$ cat config.mk
export PLATFORM = sky130hd
export DESIGN_NAME = msg_serializer_flat
export DESIGN_NICKNAME = d
export VERILOG_FILES = /design/src/rtl/msg_serializer_if.sv /design/src/rtl/msg_serializer.sv /design/src/flat_wrapper.sv
export SDC_FILE = /design/constraint.sdc
export NUM_CORES = 1
export LEC_CHECK = 0
export ABC_AREA = 1
export ABC_CLOCK_PERIOD_IN_PS = 1300
export CELL_PAD_IN_SITES_DETAIL_PLACEMENT = 1
export CELL_PAD_IN_SITES_GLOBAL_PLACEMENT = 1
export CORE_MARGIN = 3
export CORE_UTILIZATION = 37
export DETAILED_ROUTE_END_ITERATION = 16
export PLACE_DENSITY_LB_ADDON = 0.1
export SLEW_MARGIN = 40
export SYNTH_ARGS = -nofsm -noshare
export SYNTH_HDL_FRONTEND = slang
export SYNTH_SLANG_ARGS = --single-unit
export TNS_END_PERCENT = 5
$ cat constraint.sdc
create_clock -name clk -period 1.3 [get_ports clk]
set_input_delay 0.39 -clock clk [delete_from_list [all_inputs] [get_ports clk]]
set_output_delay 0.39 -clock clk [all_outputs]
set_load 0.02 [all_outputs]
$ cat src/rtl/msg_serializer_if.sv
// Message-source <-> serializer handshake bundle: send/abort/message in, ready/data/valid/done out.
// Pure wiring, no latency; the serializer drops any send it sees while ready=0.
// The serializer takes the slave modport and the message source takes the master modport.
interface msg_serializer_if #(
    parameter int MSG_W = 5
);
    logic             send;
    logic             abort;
    logic [MSG_W-1:0] message;
    logic             ready;
    logic             data;
    logic             valid;
    logic             done;

    modport master (
        output send, abort, message,
        input  ready, data, valid, done
    );

    modport slave (
        input  send, abort, message,
        output ready, data, valid, done
    );
endinterface

$ cat src/rtl/msg_serializer.sv
// Frames {HEADER, message, optional parity} and shifts it out one bit per BAUD_DIV clocks.
// Latency: first frame bit on data the cycle after accept; done pulses the cycle after the last bit.
// Backpressure: send is only taken while ready=1; anything offered while busy is dropped, not queued.
module msg_serializer #(
    parameter int                 MSG_W     = 5,
    parameter int                 HDR_W     = 4,
    parameter logic [HDR_W-1:0]   HEADER    = 4'b0101,
    parameter int                 BAUD_DIV  = 10,
    parameter int                 PAR_EN    = 0,
    parameter int                 PAR_ODD   = 0,
    parameter int                 MSB_FIRST = 1,
    parameter int                 IDLE_LVL  = 0
) (
    input  logic              clk,
    input  logic              rst,
    msg_serializer_if.slave   bus
);
    localparam int F    = HDR_W + MSG_W + PAR_EN;
    localparam int FULL = HDR_W + MSG_W + 1;
    localparam int BW   = (BAUD_DIV > 1) ? $clog2(BAUD_DIV) : 1;
    localparam int FW   = (F > 1) ? $clog2(F) : 1;

    typedef enum logic {IDLE, SEND} state_t;

    state_t          state, state_d;
    logic [F-1:0]    sreg;
    logic [BW-1:0]   baud_cnt;
    logic [FW-1:0]   bit_cnt;
    logic            done_q;

    logic            accept;
    logic            fin;
    logic            wrap;
    logic            last_bit;

    logic [HDR_W-1:0] hdr_seq;
    logic [MSG_W-1:0] pay_seq;
    logic             par;
    logic [FULL-1:0]  full;
    logic [F-1:0]     frame;

    // Frame is stored in transmit order so the outgoing bit is always sreg[F-1].
    always_comb begin
        for (int k = 0; k < HDR_W; k++)
            hdr_seq[k] = (MSB_FIRST != 0) ? HEADER[k] : HEADER[HDR_W-1-k];
        for (int k = 0; k < MSG_W; k++)
            pay_seq[k] = (MSB_FIRST != 0) ? bus.message[k] : bus.message[MSG_W-1-k];
        par   = (^bus.message) ^ PAR_ODD[0];
        full  = {hdr_seq, pay_seq, par};
        // Without parity the trailing bit is shifted away and the frame is one bit shorter.
        frame = F'(full >> (1 - PAR_EN));
    end

    assign wrap     = (baud_cnt == BW'(BAUD_DIV - 1));
    assign last_bit = (bit_cnt == FW'(F - 1));

    always_ff @(posedge clk or negedge rst) begin
        if (!rst)
            state <= IDLE;
        else
            state <= state_d;
    end

    always_comb begin
        state_d = state;
        accept  = 1'b0;
        fin     = 1'b0;
        case (state)
            IDLE: begin
                if (bus.send && !bus.abort) begin
                    accept  = 1'b1;
                    state_d = SEND;
                end
            end
            SEND: begin
                if (bus.abort) begin
                    state_d = IDLE;
                end else if (wrap && last_bit) begin
                    state_d = IDLE;
                    fin     = 1'b1;
                end
            end
            default: state_d = IDLE;
        endcase
    end

    always_ff @(posedge clk or negedge rst) begin
        if (!rst) begin
            sreg     <= '0;
            baud_cnt <= '0;
            bit_cnt  <= '0;
            done_q   <= 1'b0;
        end else begin
            done_q <= fin;
            if (accept) begin
                sreg     <= frame;
                baud_cnt <= '0;
                bit_cnt  <= '0;
            end else if (state == SEND && !bus.abort) begin
                if (wrap) begin
                    baud_cnt <= '0;
                    sreg     <= sreg << 1;
                    bit_cnt  <= bit_cnt + 1'b1;
                end else begin
                    baud_cnt <= baud_cnt + 1'b1;
                end
            end
        end
    end

    assign bus.ready = (state == IDLE);
    assign bus.valid = (state == SEND);
    assign bus.data  = (state == SEND) ? sreg[F-1] : IDLE_LVL[0];
    assign bus.done  = done_q;
endmodule
$ cat src/flat_wrapper.sv
// flat-port wrapper written by rule: the top's interface ports become plain ports
module msg_serializer_flat 
#(
    parameter int                 MSG_W     = 5,
    parameter int                 HDR_W     = 4,
    parameter logic [HDR_W-1:0]   HEADER    = 4'b0101,
    parameter int                 BAUD_DIV  = 10,
    parameter int                 PAR_EN    = 0,
    parameter int                 PAR_ODD   = 0,
    parameter int                 MSB_FIRST = 1,
    parameter int                 IDLE_LVL  = 0
)
  (clk, rst, bus_send, bus_abort, bus_message, bus_ready, bus_data, bus_valid, bus_done);
  msg_serializer_if #(.MSG_W(MSG_W)) bus_i ();
  input  logic clk;
  input  logic rst;
  input wire logic [$bits(bus_i.send)-1:0] bus_send;
  input wire logic [$bits(bus_i.abort)-1:0] bus_abort;
  input wire logic [$bits(bus_i.message)-1:0] bus_message;
  output wire logic [$bits(bus_i.ready)-1:0] bus_ready;
  output wire logic [$bits(bus_i.data)-1:0] bus_data;
  output wire logic [$bits(bus_i.valid)-1:0] bus_valid;
  output wire logic [$bits(bus_i.done)-1:0] bus_done;
  assign bus_i.send = bus_send;
  assign bus_i.abort = bus_abort;
  assign bus_i.message = bus_message;
  assign bus_ready = bus_i.ready;
  assign bus_data = bus_i.data;
  assign bus_valid = bus_i.valid;
  assign bus_done = bus_i.done;
  msg_serializer #(.MSG_W(MSG_W), .HDR_W(HDR_W), .HEADER(HEADER), .BAUD_DIV(BAUD_DIV), .PAR_EN(PAR_EN), .PAR_ODD(PAR_ODD), .MSB_FIRST(MSB_FIRST), .IDLE_LVL(IDLE_LVL)) u_core (.clk(clk), .rst(rst), .bus(bus_i));
endmodule
# After elaboration in Yosys (flattened, before gate mapping)
# Cells that the tools add are included.
# Widths: inputs -> output; s select.
totals:
  inputBits: 9
  ff_bits: 19
  elab_cells: 35
  output_inout_bits: 4
op_classes:
  n_reduce_logical: 7
  add_sub_neg: 2
  muxes: 18
  bitwise_logic: 1
  eq_ne: 2
ops:
  columns: ["op", "n"]
  rows:
  - ["$mux 9", 3]
  - ["$mux 4", 6]
  - ["$add 4x1->4 const B", 2]
  - ["$eq 4x4->1 const B", 2]
  - ["$mux 1", 8]
  - ["$reduce_bool 2->1", 2]
  - ["$logic_and 1x1->1", 3]
  - ["$pmux 1 s2", 1]
  - ["$reduce_and 2->1", 1]
  - ["$logic_not 1->1", 1]
  - ["$not 1->1", 1]

# Logic depth before layout (Yosys ltp)
logic_depth:
  word_depth: 6
  depth_mapped: 8

# Worst setup path after synthesis
# Ideal clock, no wire load.
synth_timing:
  path_type: "register -> register"
  start: "register u_core.state, in the netlist u_core.bus.valid"
  end: "register u_core.bit_cnt[0]"
  t_required_ps: 1179
  stages_incl_launch_ff: 6
  slack_ps: 88
  n_path_buf: 1
  synth_period_minus_slack_ps: 1212
  t_arrival_ps: 1091
  path_cell_list: "dfrtp_1 -> inv_2 -> nand3_4 -> buf_4 -> nand3_1 -> o21ai_1"
synth_between:
  elab_chain_len: 3
synth_rtl:
  columns: ["item", "line_no", "rtl"]
  rows:
  - ["from (decl)", "msg_serializer.sv:25", "state_t state, state_d;"]
  - ["from (signal assigned)", "msg_serializer.sv:61", "state <= state_d;"]
  - ["$mux 1 or $logic_and 1x1->1 (tied branches)", "msg_serializer.sv:68, msg_serializer.sv:99", null]
  - ["$reduce_bool 2->1 (no source line)", null, null]
  - ["$reduce_and 2->1 (no source line)", null, null]
  - ["to (signal assigned)", "msg_serializer.sv:103", "bit_cnt <= bit_cnt + 1'b1;"]
  - ["to (decl)", "msg_serializer.sv:28", "logic [FW-1:0] bit_cnt;"]
# Parallel ways exist; a longest one is shown, timed or not.
# A chain may end at the register's enable or synchronous reset.

# Final worst setup path
layout_timing:
  start: "register u_core.state, in the netlist u_core.bus.valid"
  end: "output bus_data"
layout_between:
  elab_chain_len: 1
layout_rtl:
  columns: ["item", "line_no", "rtl"]
  rows:
  - ["$mux 1", "msg_serializer.sv:113", "assign bus.data = (state == SEND) ? sreg[F-1] : IDLE_LVL[0];"]
  - ["to (decl)", "flat_wrapper.sv:21", "output wire logic [$bits(bus_i.data)-1:0] bus_data;"]
# No other way between the ends.

==> impl_metrics.json <==
{
  "status": "finished, violations left",
  "violations": "negative setup slack",
  "antenna_found_initial": 0,
  "numPlacedInstances": 171,
  "ant_nets": 0,
  "postCtsSetupBuffers": 0,
  "postCtsHoldBufs": 0,
  "yosys_warnings": 0,
  "hp-class": "in -> async",
  "die-area_mm2": 0.003358,
  "postSynthCellCount": 118,
  "fin_ws_ns": -0.05724,
  "syn_avg_cell_area_um2": 8.462,
  "grt_start_max_net_pins": 20,
  "finalMaxSlewViolations": 0,
  "multi_input_area_um2": 489.2,
  "route.detailed.drc": 0,
  "start_util_pct": 39.58,
  "netlist_area_um2": 998.5,
  "fp.coreArea_mm2": 0.002522,
  "cts_made_buffers": 3,
  "clkTransAtPathRegs_ns": 0.11,
  "wl_mm": 2.448,
  "synth_seq_area_share_pct": 47.62,
  "cts_tree": "done",
  "path_class": "reg -> out",
  "cp-end-kind": "primary output",
  "maxSlewHeadroom_pct": 85.72,
  "place_congestion": 0.8476,
  "timing.final.crit_share_pct": 104.4,
  "rsz0062_at_grt": "yes",
  "overflow": 0,
  "crit_required_ns": 0.91,
  "fin_worst_skew_ns": 0.009232,
  "hold_viol": 0,
  "synthesis.nets": 131,
  "fin_crit_ns": 1.357,
  "setup_viol": 4,
  "ys_ff_latch": 19,
  "rows": 18,
  "tightest_slew_ns": 0.2142,
  "p_per_area_mw_per_mm2": 1032,
  "max_cap_violations": 0,
  "drtIter0Drc": 27,
  "grtUsageTotal_pct": 16.98,
  "die_w_um": 57.95,
  "grt_pass1_wl_mm": 4.305,
  "nNetsFinal": 159,
  "drive_above_1_share_pct": 24.14,
  "antenna-diode-count": 0,
  "utilization_pct": 51.24,
  "syn2layout_area_growth_pct": 29.45,
  "dp_slack_ns": -0.3613,
  "vias": 848,
  "cp_cell_sequence": "nand2_1 -> inv_1 -> buf_6",
  "numPortBuffers": 12,
  "clock_latency_ns": 0.29,
  "crit_path_top_delay_cell": "dfrtp_1",
  "io_pins": 13,
  "die_h_um": 57.95,
  "finalNonFillerCells": 175,
  "worst_path_largest_cell_delay_ns": 0.44,
  "fillers": 317,
  "dr.pass1.iters": 4,
  "clock.fmax_mhz": 736.8,
  "p_total_mw": 1.333,
  "critPathLaunchType": "flip-flop",
  "peakVddDrop_mv": 0.6549,
  "numClockSinks": 19,
  "vias_per_cell": 4.846,
  "routedWlPerCell_um": 13.99,
  "regArea_um2": 475.5,
  "h-tree-depth": 1,
  "clockBufferDepth": 2,
  "crit_path_max_fanout": 4,
  "cts_root_buffer": "clkbuf_4",
  "ys_types": 17,
  "grt_pass1_vias": 953,
  "power.leakage_nw": 0.7019,
  "hpwlAfterDp_mm": 1.897,
  "cp.arrival_ns": 0.97
}
==> cell type report <==
| class | instances | share of cell area (%) |
|---|---|---|
| Multi-Input combinational cell | 87 | 37.85 |
| Sequential cell | 19 | 36.79 |
| Timing Repair Buffer | 24 | 16.94 |
| Inverter | 11 | 3.388 |
| Tap cell | 30 | 2.904 |
| Clock buffer | 3 | 1.742 |
| Clock inverter | 1 | 0.3872 |
==> logic make-up (layout without fill, tap and decap cells) <==
logic type | after synthesis | count (layout) | synth area share (%)
fa+ha+maj | 4 | 4 | 5.013
compound gates | 5 | 5 | 2.506
xor+xnor | 3 | 3 | 2.632
flops | 19 | 19 | 47.62
simple gates | 75 | 75 | 37.34
buf+inv | 12 | 39 | 4.888
==> stage by stage <==
| stage | area (um^2) | setup TNS [ns] | hold slack, ns |
|---|---|---|---|
| 6_report | 1292 | -0.09313 | 0.4238 |
| 5_1_grt | 1292 | -1.422 | 0.4217 |
| 4_1_cts | 1279 | -0.1368 | 0.4234 |
| 3_5_place_dp | 1251 | -6.267 | 0.4595 |
| 3_3_place_gp | 1251 | -5.532 | 0.4564 |
| 2_1_floorplan | 998.5 | 0 | 0.09441 |
==> worst paths after layout <==
kind / endpoint / depth (start not counted) / slack, ns / from
worst min register to register: u_core.sreg[0]$_DFFE_PN0P_ / 2 / 0.49 / u_core.sreg[0]$_DFFE_PN0P_
worst max register to register: u_core.bit_cnt[3]$_DFFE_PN0P_ / 7 / 0.03 / u_core.baud_cnt[1]$_DFFE_PN0P_
min in group clk: u_core.sreg[0]$_DFFE_PN0P_ / 2 / 0.49 / u_core.sreg[0]$_DFFE_PN0P_
max in group asynchronous: u_core.sreg[7]$_DFFE_PN0P_ / 2 / 0.74 / rst
worst max-delay path: bus_data / 3 / -0.06 / u_core.bus.valid$_DFF_PN0_
worst min-delay path: u_core.bit_cnt[0]$_DFFE_PN0P_ / 2 / 0.42 / rst
==> state kept, by name, indices dropped and copies added, names as in the netlist <==
name	count
u_core.baud_cnt	4
u_core.bit_cnt	4
u_core.bus.done	1
u_core.bus.valid	1
u_core.sreg	9
==> routing by layer <==
layer / routed length [um] / share of wire (%) / global-route usage (%)
met4: 21 / 0.86 / 4.967
met1: 1113 / 45 / 21.96
met5: 0 / 0 / 0
met3: 37 / 1.5 / 2.673
met2: 1277 / 52 / 29.19
==> where the power goes <==
part,switching [mW],internal [mW]
sequential,0.0473,0.657
clock,0.182,0.114
combinational,0.177,0.156
total,0.407,0.927
==> repair_timing <==
action	4_1_cts	5_1_grt
endpoints found under the setup margin	11	22
pin swaps	1	1
gates resized for setup	22	4
==> cell usage after synthesis, drive strengths merged <==
cell type | count | share of area, %
xor2 | 2 | 1.8
nand4 | 7 | 4.4
dfrtp | 19 | 48
o21ai | 5 | 2.5
nand3 | 11 | 7.3
inv | 11 | 4.1
xnor2 | 1 | 0.88
nor2 | 8 | 6.5
nand2 | 49 | 19
ha | 4 | 5.0
buf | 1 | 0.75
==> cell usage in the layout, fill, tap and decap left out, types with 3 or more instances in the layout <==
| cell type | count |
|---|---|
| buf_4 | 10 |
| buf_6 | 3 |
| clkbuf_4 | 3 |
| clkdlybuf4s50_1 | 8 |
| dfrtp_1 | 19 |
| ha_1 | 3 |
| inv_1 | 6 |
| inv_2 | 4 |
| nand2_1 | 46 |
| nand3_1 | 9 |
| nand4_1 | 7 |
| nor2_1 | 4 |
| o21ai_1 | 5 |
==> critical path, delay by kind of cell, from the launching register on <==
| kind | cells | cell delay (ns) |
|---|---|---|
| DFF | 1 | 0.44 |
| and+or+nand+nor | 1 | 0.07 |
| buffers and inverters | 2 | 0.16 |
(Power assumes the default switching activity.)
